**config.mk**
```make
export PLATFORM = sky130hd
export DESIGN_NAME = down_counter
export DESIGN_NICKNAME = d
export VERILOG_FILES = /design/src/rtl/down_counter_pkg.sv /design/src/rtl/down_counter_seg7_decode.sv /design/src/rtl/down_counter.sv
export SDC_FILE = /design/constraint.sdc
export NUM_CORES = 1
export LEC_CHECK = 0
export ABC_AREA = 0
export BUFFER_PORTS_ARGS = -buffer_cell sky130_fd_sc_hd__clkbuf_2
export CAP_MARGIN = 30
export CORE_AREA = 4 4 41 43
export CTS_CLUSTER_DIAMETER = 40
export CTS_CLUSTER_SIZE = 40
export DETAILED_ROUTE_END_ITERATION = 6
export DIE_AREA = 0 0 45 47
export GPL_TIMING_DRIVEN = 0
export PLACE_DENSITY = 0.55
export SLEW_MARGIN = 20
export SYNTH_ARGS = -nofsm -noshare
export SYNTH_HDL_FRONTEND = slang
export SYNTH_SLANG_ARGS = --single-unit
```
**constraint.sdc**
```tcl
create_clock -name clock -period 1.4 [get_ports clock]
set_input_delay 0.28 -clock clock [delete_from_list [all_inputs] [get_ports clock]]
set_output_delay 0.28 -clock clock [all_outputs]
set_load 0.01 [all_outputs]
```
**src/rtl/down_counter_pkg.sv**
```systemverilog
// ============================================================================
// Module      : down_counter_pkg
// Description : Shared state encoding and active-low 7-segment lookup table
//               for the down_counter block.
// Revision    : 1.0 - initial release
// ============================================================================
`default_nettype none

package down_counter_pkg;

    typedef enum logic [1:0] {
        IDLE = 2'd0,
        RUN  = 2'd1,
        HALT = 2'd2
    } state_t;

    // Segment order is gfedcba, active-low; index is the hex digit 0-F.
    localparam logic [6:0] SEG7 [16] = '{
        7'h40, 7'h79, 7'h24, 7'h30,
        7'h19, 7'h12, 7'h02, 7'h78,
        7'h00, 7'h10, 7'h08, 7'h03,
        7'h46, 7'h21, 7'h06, 7'h0E
    };

endpackage

`default_nettype wire

```
**src/rtl/down_counter_seg7_decode.sv**
```systemverilog
// ============================================================================
// Module      : seg7_decode
// Description : Combinational 4-bit to active-low 7-segment (gfedcba) decoder.
// Revision    : 1.0 - initial release
// ============================================================================
`default_nettype none

module seg7_decode
    import down_counter_pkg::*;
(
    input  logic [3:0] i_digit,
    output logic [6:0] o_seg
);

    assign o_seg = SEG7[i_digit];

endmodule

`default_nettype wire

```
**src/rtl/down_counter.sv**
```systemverilog
// ============================================================================
// Module      : down_counter
// Description : Clock-enabled down counter stepped by rising edges of a
//               divided-clock bit, with load, run/pause and terminal count.
//               Optional registered HEX output when DOWN_COUNTER_HEX_EN is defined.
// Revision    : 1.0 - initial release
// ============================================================================
`default_nettype none

module down_counter
    import down_counter_pkg::*;
#(
    parameter int WIDTH        = 4,
    parameter int STOP_AT_ZERO = 0
) (
    input  logic             clock,
    input  logic             reset_n,
    input  logic             rate_in,
    input  logic             run,
    input  logic             load,
    input  logic [WIDTH-1:0] load_val,
    output logic [WIDTH-1:0] count,
    output logic             zero,
    output logic             tc_pulse
`ifdef DOWN_COUNTER_HEX_EN
    ,
    output logic [6:0]       hex
`endif
);

    localparam logic [WIDTH-1:0] c_MAX = {WIDTH{1'b1}};

    logic             r_rate_q;
    logic             w_tick;
    state_t           r_state;
    state_t           w_state_nxt;
    logic [WIDTH-1:0] r_count;
    logic [WIDTH-1:0] w_count_nxt;
    logic             r_tc;
    logic             w_tc_nxt;

    // rate_q resets high so a rate_in already high at release is not a tick.
    assign w_tick = rate_in & ~r_rate_q;

    always_ff @(posedge clock or negedge reset_n) begin
        if (!reset_n) begin
            r_rate_q <= 1'b1;
            r_state  <= IDLE;
            r_count  <= c_MAX;
            r_tc     <= 1'b0;
        end else begin
            r_rate_q <= rate_in;
            r_state  <= w_state_nxt;
            r_count  <= w_count_nxt;
            r_tc     <= w_tc_nxt;
        end
    end

    always_comb begin
        w_state_nxt = r_state;
        w_count_nxt = r_count;
        w_tc_nxt    = 1'b0;
        if (load) begin
            w_count_nxt = load_val;
            if (r_state == HALT) begin
                w_state_nxt = IDLE;
            end
        end else begin
            case (r_state)
                IDLE: begin
                    if (run) begin
                        w_state_nxt = RUN;
                    end
                end
                RUN: begin
                    if (!run) begin
                        w_state_nxt = IDLE;
                    end else if (w_tick) begin
                        if (r_count != '0) begin
                            w_count_nxt = r_count - WIDTH'(1);
                        end else begin
                            w_tc_nxt = 1'b1;
                            if (STOP_AT_ZERO != 0) begin
                                w_state_nxt = HALT;
                            end else begin
                                w_count_nxt = c_MAX;
                            end
                        end
                    end
                end
                HALT: begin
                    if (!run) begin
                        w_state_nxt = IDLE;
                    end
                end
                default: begin
                    w_state_nxt = IDLE;
                end
            endcase
        end
    end

    assign count    = r_count;
    assign zero     = (r_count == '0);
    assign tc_pulse = r_tc;

`ifdef DOWN_COUNTER_HEX_EN
    localparam logic [3:0] c_RESET_NIB = (WIDTH >= 4) ? 4'hF : 4'((1 << WIDTH) - 1);

    logic [3:0] w_nib;
    logic [6:0] w_seg;
    logic [6:0] r_hex;

    // Narrow counters are zero-extended to a full hex digit.
    generate
        if (WIDTH >= 4) begin : g_nib_full
            assign w_nib = r_count[3:0];
        end else begin : g_nib_pad
            assign w_nib = {{(4 - WIDTH){1'b0}}, r_count};
        end
    endgenerate

    seg7_decode u_seg7_decode (
        .i_digit (w_nib),
        .o_seg   (w_seg)
    );

    always_ff @(posedge clock or negedge reset_n) begin
        if (!reset_n) begin
            r_hex <= SEG7[c_RESET_NIB];
        end else begin
            r_hex <= w_seg;
        end
    end

    assign hex = r_hex;
`endif

endmodule

`default_nettype wire

```
Yosys cells after proc, flatten, opt, wreduce, memory -nomap -nowiden
Cells that the tools add are included.
Cells by class
  bitwise operators: 2
  reduce and logical (&&, ||, !) cells: 9
  mux-type cells: 15
  equality and inequality tests: 5
  add/subtract/negate cells: 1
Operators by type and width (count)
  $mux W4: 5
  $mux W2: 4
  $reduce_and A3 Y1: 2
  $reduce_bool A2 Y1: 3
  $mux W1: 5
  $logic_not A4 Y1: 1
  $pmux W2 S2: 1
  $reduce_bool A4 Y1: 1
  $sub A4 B1 Y4 const B: 1
  $ne A3 B2 Y1 const B: 1
  $ne A3 B3 Y1 const B: 1
  $eq A2 B1 Y1 const B: 1
  $eq A2 B2 Y1 const B: 1
  $logic_not A2 Y1: 1
  $ne A2 B1 Y1 const B: 1
  $reduce_or A2 Y1: 1
  $and A1 B1 Y1: 1
  $not A1 Y1: 1
Storage, ports and cells
  bits of input ports: 9
  output and inout bits: 6
  register bits: 8
  word-level logic and storage cells: 36

Logic depth before layout (Yosys ltp)
Gate-level depths: netlist (run 1).
  word-level depth: 6
  mapped depth: 5
  mapped depth without buffers: 5

Least setup slack after synthesis (run 1)
Ideal clock, no wire load.
  path type: reg2reg
  from: reg r_count[0], in the netlist count[0]
  to: reg r_count[3], in the netlist count[3]
  clock period less this slack: 1.383 ns
  path slack: 0.017 ns
  buffers on the path: 0
  arrival: 1.291 ns
  stages on the path, launching flop included: 6
  library setup time: 0.093 ns
  data required time: 1.307 ns
  path through: dfstp_2 -> inv_1 -> ha_1 -> o21bai_1 -> a311oi_1 -> a221oi_1
Between the ends
  cells in the longest elaborated chain, start to end: 6
  elaborated cells on any way between the ends: 7
  classes of those cells: 1 x add/sub; 5 x mux; 1 x reduce/logical
Ends and longest elaborated chain
  start: declaration: line down_counter.sv:37  | logic [WIDTH-1:0] r_count;
  start signal: assignment: line down_counter.sv:49  | r_count <= c_MAX;
  start signal: assignment: line down_counter.sv:54  | r_count <= w_count_nxt;
  $sub A4 B1 Y4 or $reduce_bool A4 Y1 (tied branches): line down_counter.sv:80, down_counter.sv:79
  $mux W4 *: line down_counter.sv:79  | if (r_count != '0) begin
  $mux W4 *: line down_counter.sv:78  | end else if (w_tick) begin
  $mux W4 *: line down_counter.sv:76  | if (!run) begin
  $mux W4 *: line down_counter.sv:69  | case (r_state)
  $mux W4 *: line down_counter.sv:63  | if (load) begin
Mark *: on every way between the ends. The rest lies on a longest branch, timed or not. The select of a mux whose other input is x is not followed.
A chain may end at the register's enable or synchronous reset.

Worst setup path in the final report (run 1)
  from: reg r_count[0], in the netlist count[0]
  to: out zero
Between the ends
  cells in the longest elaborated chain, start to end: 1
Ends and longest elaborated chain
  $logic_not A4 Y1: line down_counter.sv:104  | assign zero = (r_count == '0);
  end: declaration: line down_counter.sv:23  | output logic zero,
No other way between the ends.

==> results of run 1 <==
## flip-flops by register name, indices dropped and copies added (netlist names)
register / cells
count: 4
r_rate_q: 1
r_state: 1
tc_pulse: 1
## worst max-delay path by stage
stage	cells after the start	start	to	slack (ns)
3_5_place_dp	5	count[0]	zero	-0.13
5_1_grt	5	count[0]	zero	-0.28
6_report	5	count[0]	zero	-0.23
2_1_floorplan	5	count[0]	count[3]	0.02
3_3_place_gp	5	count[0]	zero	-0.11
4_1_cts	5	count[1]	zero	-0.26
## kinds of logic (layout without fill, tap and decap cells)
group / count (synthesis) / count (layout) / share of synthesized area, %
multiplexers: 3 / 3 / 8.87
flip-flops: 7 / 7 / 49.5
buffers and inverters: 6 / 28 / 6.48
AO/OA/AOI/OAI: 7 / 7 / 14.7
AND/OR/NAND/NOR: 9 / 9 / 17.1
adder cells (fa/ha/maj): 1 / 1 / 3.41
## critical path, cell delays in order (launching register included)
cell	delay, ns
dfstp_2	0.54
inv_2	0.05
ha_4	0.15
or3b_4	0.23
inv_2	0.03
buf_6	0.11
## power breakdown
group,total (W),switching (W),leakage (nW),internal [W]
sequential,0.000243,0.0000134,0.0783,0.000230
clock,0.000184,0.0000751,0.0150,0.000109
combinational,0.000143,0.0000681,0.178,0.0000749
## per-stage QoR
| step | hold slack, ns | instance area, µm² |
|---|---|---|
| final | 0.140 | 572 |
| after global routing | 0.110 | 572 |
| after CTS | 0.126 | 537 |
| after detailed placement | 0.128 | 450 |
| after global placement | 0.126 | 450 |
| after floorplan | -0.0156 | 367 |
## what timing repair did
| action | 4_1_cts | 5_1_grt |
|---|---|---|
| hold buffers | 1 | 0 |
| endpoints found under the setup margin | 3 | 4 |
| pin swaps | 2 | 1 |
| setup buffers | 4 | 0 |
| hold endpoints to repair | 2 | 0 |
| gates resized for setup | 7 | 6 |
## cells in the mapped netlist
cell / instances
dfstp_2: 5
inv_1: 5
a21oi_1: 2
dfrtp_1: 2
mux2_2: 2
a221oi_1: 1
a22o_2: 1
a311oi_1: 1
and3_1: 1
and4b_1: 1
buf_2: 1
ha_1: 1
mux2i_1: 1
nand2b_1: 1
nand3_1: 1
nand4b_1: 1
nor2_1: 1
nor3_1: 1
nor4b_1: 1
o21bai_1: 1
o31a_1: 1
or3b_1: 1
## layer usage
| metal | vias to the layer above | track usage (%) | part of all wire, % | wire (µm) |
|---|---|---|---|---|
| li1 | 164 | - | - | - |
| met1 | 155 | 11.8 | 44 | 409 |
| met2 | 16 | 15.8 | 45 | 420 |
| met3 | 0 | 6.90 | 11 | 99 |
| met4 | 0 | 3.51 | 0 | 0 |
| met5 | - | 0 | 0 | 0 |
## cell type report
cell class,instances,area share (%)
multi-input combinational,20,36.8
sequential,7,31.7
buffer,1,0.875
tap,15,3.28
clock buffer,4,4.60
inverter,5,3.28
timing repair buffer,18,19.5
==> impl_metrics.ini, run 1 <==
[worst_hold_path]
hp-class = in2reg
hold_end = r_rate_q
worstHoldStart = rate_in
whs_path_depth = 1

[die]
die_h_um = 47
rows = 13
initial_utilization_pct = 28.2
dieWidth_um = 45
num_io_pins = 15
die_area_um2 = 2120
placeableCoreArea_um2 = 1300

[detailed_routing]
drt_iter0_markers = 7
drt-vias-per-instance = 4.79
post-route-drc-count = 0
wl_um = 929
via_count = 335
drtPass1Iterations = 2
ant_nets = 0
wire_per_inst_um = 13.3

[pwr]
power_density_nw_per_um2 = 997
p_total_w = 0.000570
p_leak_nw = 0.272
vdd_drop_max_v = 0.000506

[synth]
synth_area_per_cell_um2 = 11.1
synth_top_area_share_pct = 35.8
yosys-top-cells-area = dfstp_2 (36%), dfrtp_1 (14%), mux2_2 (6.1%)
synth.net_count = 43
ys_warn_count = 0
ys_seq_elements = 7
synth.distinct_cells = 22
yosysTopAreaCell = dfstp_2
syn_area_um2 = 367
seq_area_frac_synth_pct = 49.5
netlist_instances = 33

[sta]
hold_viol_final = 0
maxSlewViolCount = 0
fin_setup_tns_ns = -0.264
setup_ws_ns = -0.231
fin_crit_sh_pct = 116
clock.fmax_mhz = 613
tightest_slew_ns = 0.362
rsz0062_at_grt = yes
fin_crit_ns = 1.63
fin_worst_skew_ns = 0.00482
relSlewSlack_pct = 75.6
setup_violations = 2

[status]
status = finished, violations left
violations = negative setup slack

[final_layout]
n_antenna_cell = 0
fin_util_pct = 43.9
area_growth_pct = 56.0
nets = 66
regArea_um2 = 181
drive_gt1_share_pct = 70.9
fillers = 136
final_cell_mix = clkbuf_2 (12), dfstp_2 (5), buf_4 (4)
instances_no_fill = 70
multi_input_area_um2 = 210
final_common_cell = clkbuf_2

[place]
hpwl_um = 606
gp_congestion = 0.683
dpl.cell_count = 61
portBuffers = 13
place_ws_ns = -0.126

[critical_path]
critical_path_class = reg2out
startpoint_type = flop
reg2reg_to = count[0]
r2r_setup_slack_ns = -0.03
cp.arrival_ns = 1.35
end_kind = output port
crit_required_ns = 1.12
critPathMaxFanout = 2
rr_worst_depth = 6
rr_startpoint = count[0]

[clocking]
cts.reportedPaths.clkPinSlew_ns = 0.05
insertion_delay_ns = 0.25
clock_sinks = 7
cts_tree = done
htree_num_levels = 1
cts_root_buffer = clkbuf_4
cts_made_buffers = 3
clk_path_buf_depth = 2

[grt]
antenna_found_initial = 0
grt_pass1_wl_um = 1480
track_usage_pct = 10.4
overflow = 0
grt_pass1_vias = 337
grt_max_degree = 11

[run]
drv_cap = 0
Note: power is estimated with default switching activity, not from simulation.
==> inputs of run 2 (changes only) <==
--- a/config.mk
+++ b/config.mk
@@ -15,6 +15,7 @@
 export DIE_AREA = 0 0 45 47
 export GPL_TIMING_DRIVEN = 0
 export PLACE_DENSITY = 0.55
+export RECOVER_POWER = 100
 export SLEW_MARGIN = 20
 export SYNTH_ARGS = -nofsm -noshare
 export SYNTH_HDL_FRONTEND = slang
==> impl_metrics.ini, run 2 (same netlist as run 1, synthesis figures left out) <==
[critical_path]
end_kind = output port
r2r_setup_slack_ns = -0.03
cp.arrival_ns = 1.35
reg2reg_to = count[0]
critical_path_class = reg2out
crit_required_ns = 1.12
startpoint_type = flop
critPathMaxFanout = 2
critPathLaunch = count[0]
rr_startpoint = count[0]
rr_worst_depth = 6

[sta]
fin_crit_sh_pct = 116
hold_viol_final = 0
fin_crit_ns = 1.63
fin_worst_skew_ns = 0.00478
tightest_slew_ns = 0.405
setup_ws_ns = -0.231
maxSlewViolCount = 0
fin_setup_tns_ns = -0.264
hold_slack_ns = 0.144
rsz0062_at_grt = yes
clock.fmax_mhz = 613
setup_violations = 2
relSlewSlack_pct = 73.0

[final_layout]
nets = 66
drive_gt1_share_pct = 60.0
final_common_cell = clkbuf_2
area_growth_pct = 54.6
n_antenna_cell = 0
largest_reg_flops = 4
multi_input_area_um2 = 210
regArea_um2 = 181
final_cell_mix = clkbuf_2 (8), clkbuf_1 (5), buf_4 (4)
fillers = 139
fin_util_pct = 43.6

[die]
rows = 13
initial_utilization_pct = 28.2
dieWidth_um = 45
placeableCoreArea_um2 = 1300
num_io_pins = 15
die_area_um2 = 2120
die_h_um = 47

[detailed_routing]
drt_iter0_markers = 7
drtPass1Iterations = 2
wire_per_inst_um = 13.3
via_count = 336
ant_nets = 0
post-route-drc-count = 0
drt-vias-per-instance = 4.80
wl_um = 932

[clocking]
cts.reportedPaths.clkPinSlew_ns = 0.05
cts_made_buffers = 3
clk_path_buf_depth = 2
htree_num_levels = 1
clock_sinks = 7
cts_tree = done
insertion_delay_ns = 0.25
cts_root_buffer = clkbuf_4

[grt]
track_usage_pct = 10.4
grt_max_degree = 11
grt_pass1_vias = 337
grt_pass1_wl_um = 1480
overflow = 0
antenna_found_initial = 0

[pwr]
vdd_drop_max_v = 0.000504
power_density_nw_per_um2 = 998
p_total_w = 0.000566
p_leak_nw = 0.258
p_sw_share_pct = 27.7
pwr-share-seq_pct = 42.6
combPwrFrac_pct = 25.0
internal_power_w = 0.000409
clock_power_share_pct = 32.5
p_sw_w = 0.000156

[place]
portBuffers = 13
place_ws_ns = -0.126
gp_congestion = 0.683
hpwl_um = 606

[status]
status = finished, violations left
violations = negative setup slack

[run]
drv_cap = 0

[worst_hold_path]
hp-class = in2reg
whs_path_depth = 1
worstHoldStart = rate_in
hold_end = r_rate_q
run 2: cell counts in the layout (fill, tap and decap cells not counted):
Identical to the previous run, type by type.
run 2: what timing repair did:
action | in CTS | in global routing
gates resized for setup | 7 | 6
setup buffers | 4 | 0
hold buffers | 1 | 0
hold endpoints to repair | 2 | 0
setup endpoints to repair | 3 | 4
pin swaps | 2 | 1
run 2: cell type report:
cell class                      instances  share of cell area [%]
Buffer                                  1                   0.883
Clock buffer                            4                    4.64
Inverter                                5                    3.31
Multi-Input combinational cell         20                    37.1
Sequential cell                         7                    32.0
Tap cell                               15                    3.31
Timing Repair Buffer                   18                    18.8
run 2: how the worst max path moves through the flow:
stage / depth (start not counted) / to
after floorplan: 5 / count[3]
after global placement: 5 / zero
after detailed placement: 5 / zero
after CTS: 5 / zero
after global routing: 5 / zero
final: 5 / zero
run 2: per-stage QoR:
step           std cells  cell area [µm²]
6_report              70              567
2_1_floorplan         33              367
3_3_place_gp          61              450
4_1_cts               70              537
5_1_grt               70              567
3_5_place_dp          61              450
run 2: metal layers:
layer | up-vias | track usage (%) | wire length (µm) | share of wire, %
met5 | - | 0 | 0 | 0
met4 | 0 | 3.51 | 0 | 0
met3 | 0 | 6.90 | 95 | 10
met2 | 16 | 15.8 | 419 | 45
met1 | 156 | 11.8 | 417 | 45
li1 | 164 | - | - | -
run 2: power by group through the flow:
| stage | Combinational (W) | Clock (W) | Sequential (W) |
|---|---|---|---|
| floorplan | 0.0000498 | 0 | 0.000251 |
| global placement | 0.0000905 | 0 | 0.000248 |
| detailed placement | 0.0000923 | 0 | 0.000247 |
| CTS | 0.000124 | 0.000193 | 0.000241 |
| global route | 0.000154 | 0.000213 | 0.000243 |
| finish | 0.000141 | 0.000184 | 0.000241 |
run 2: critical path, cell delays in order, from the launching register on:
cell	delay, ns
dfstp_2	0.54
inv_2	0.05
ha_4	0.15
or3b_4	0.23
inv_2	0.03
buf_6	0.11
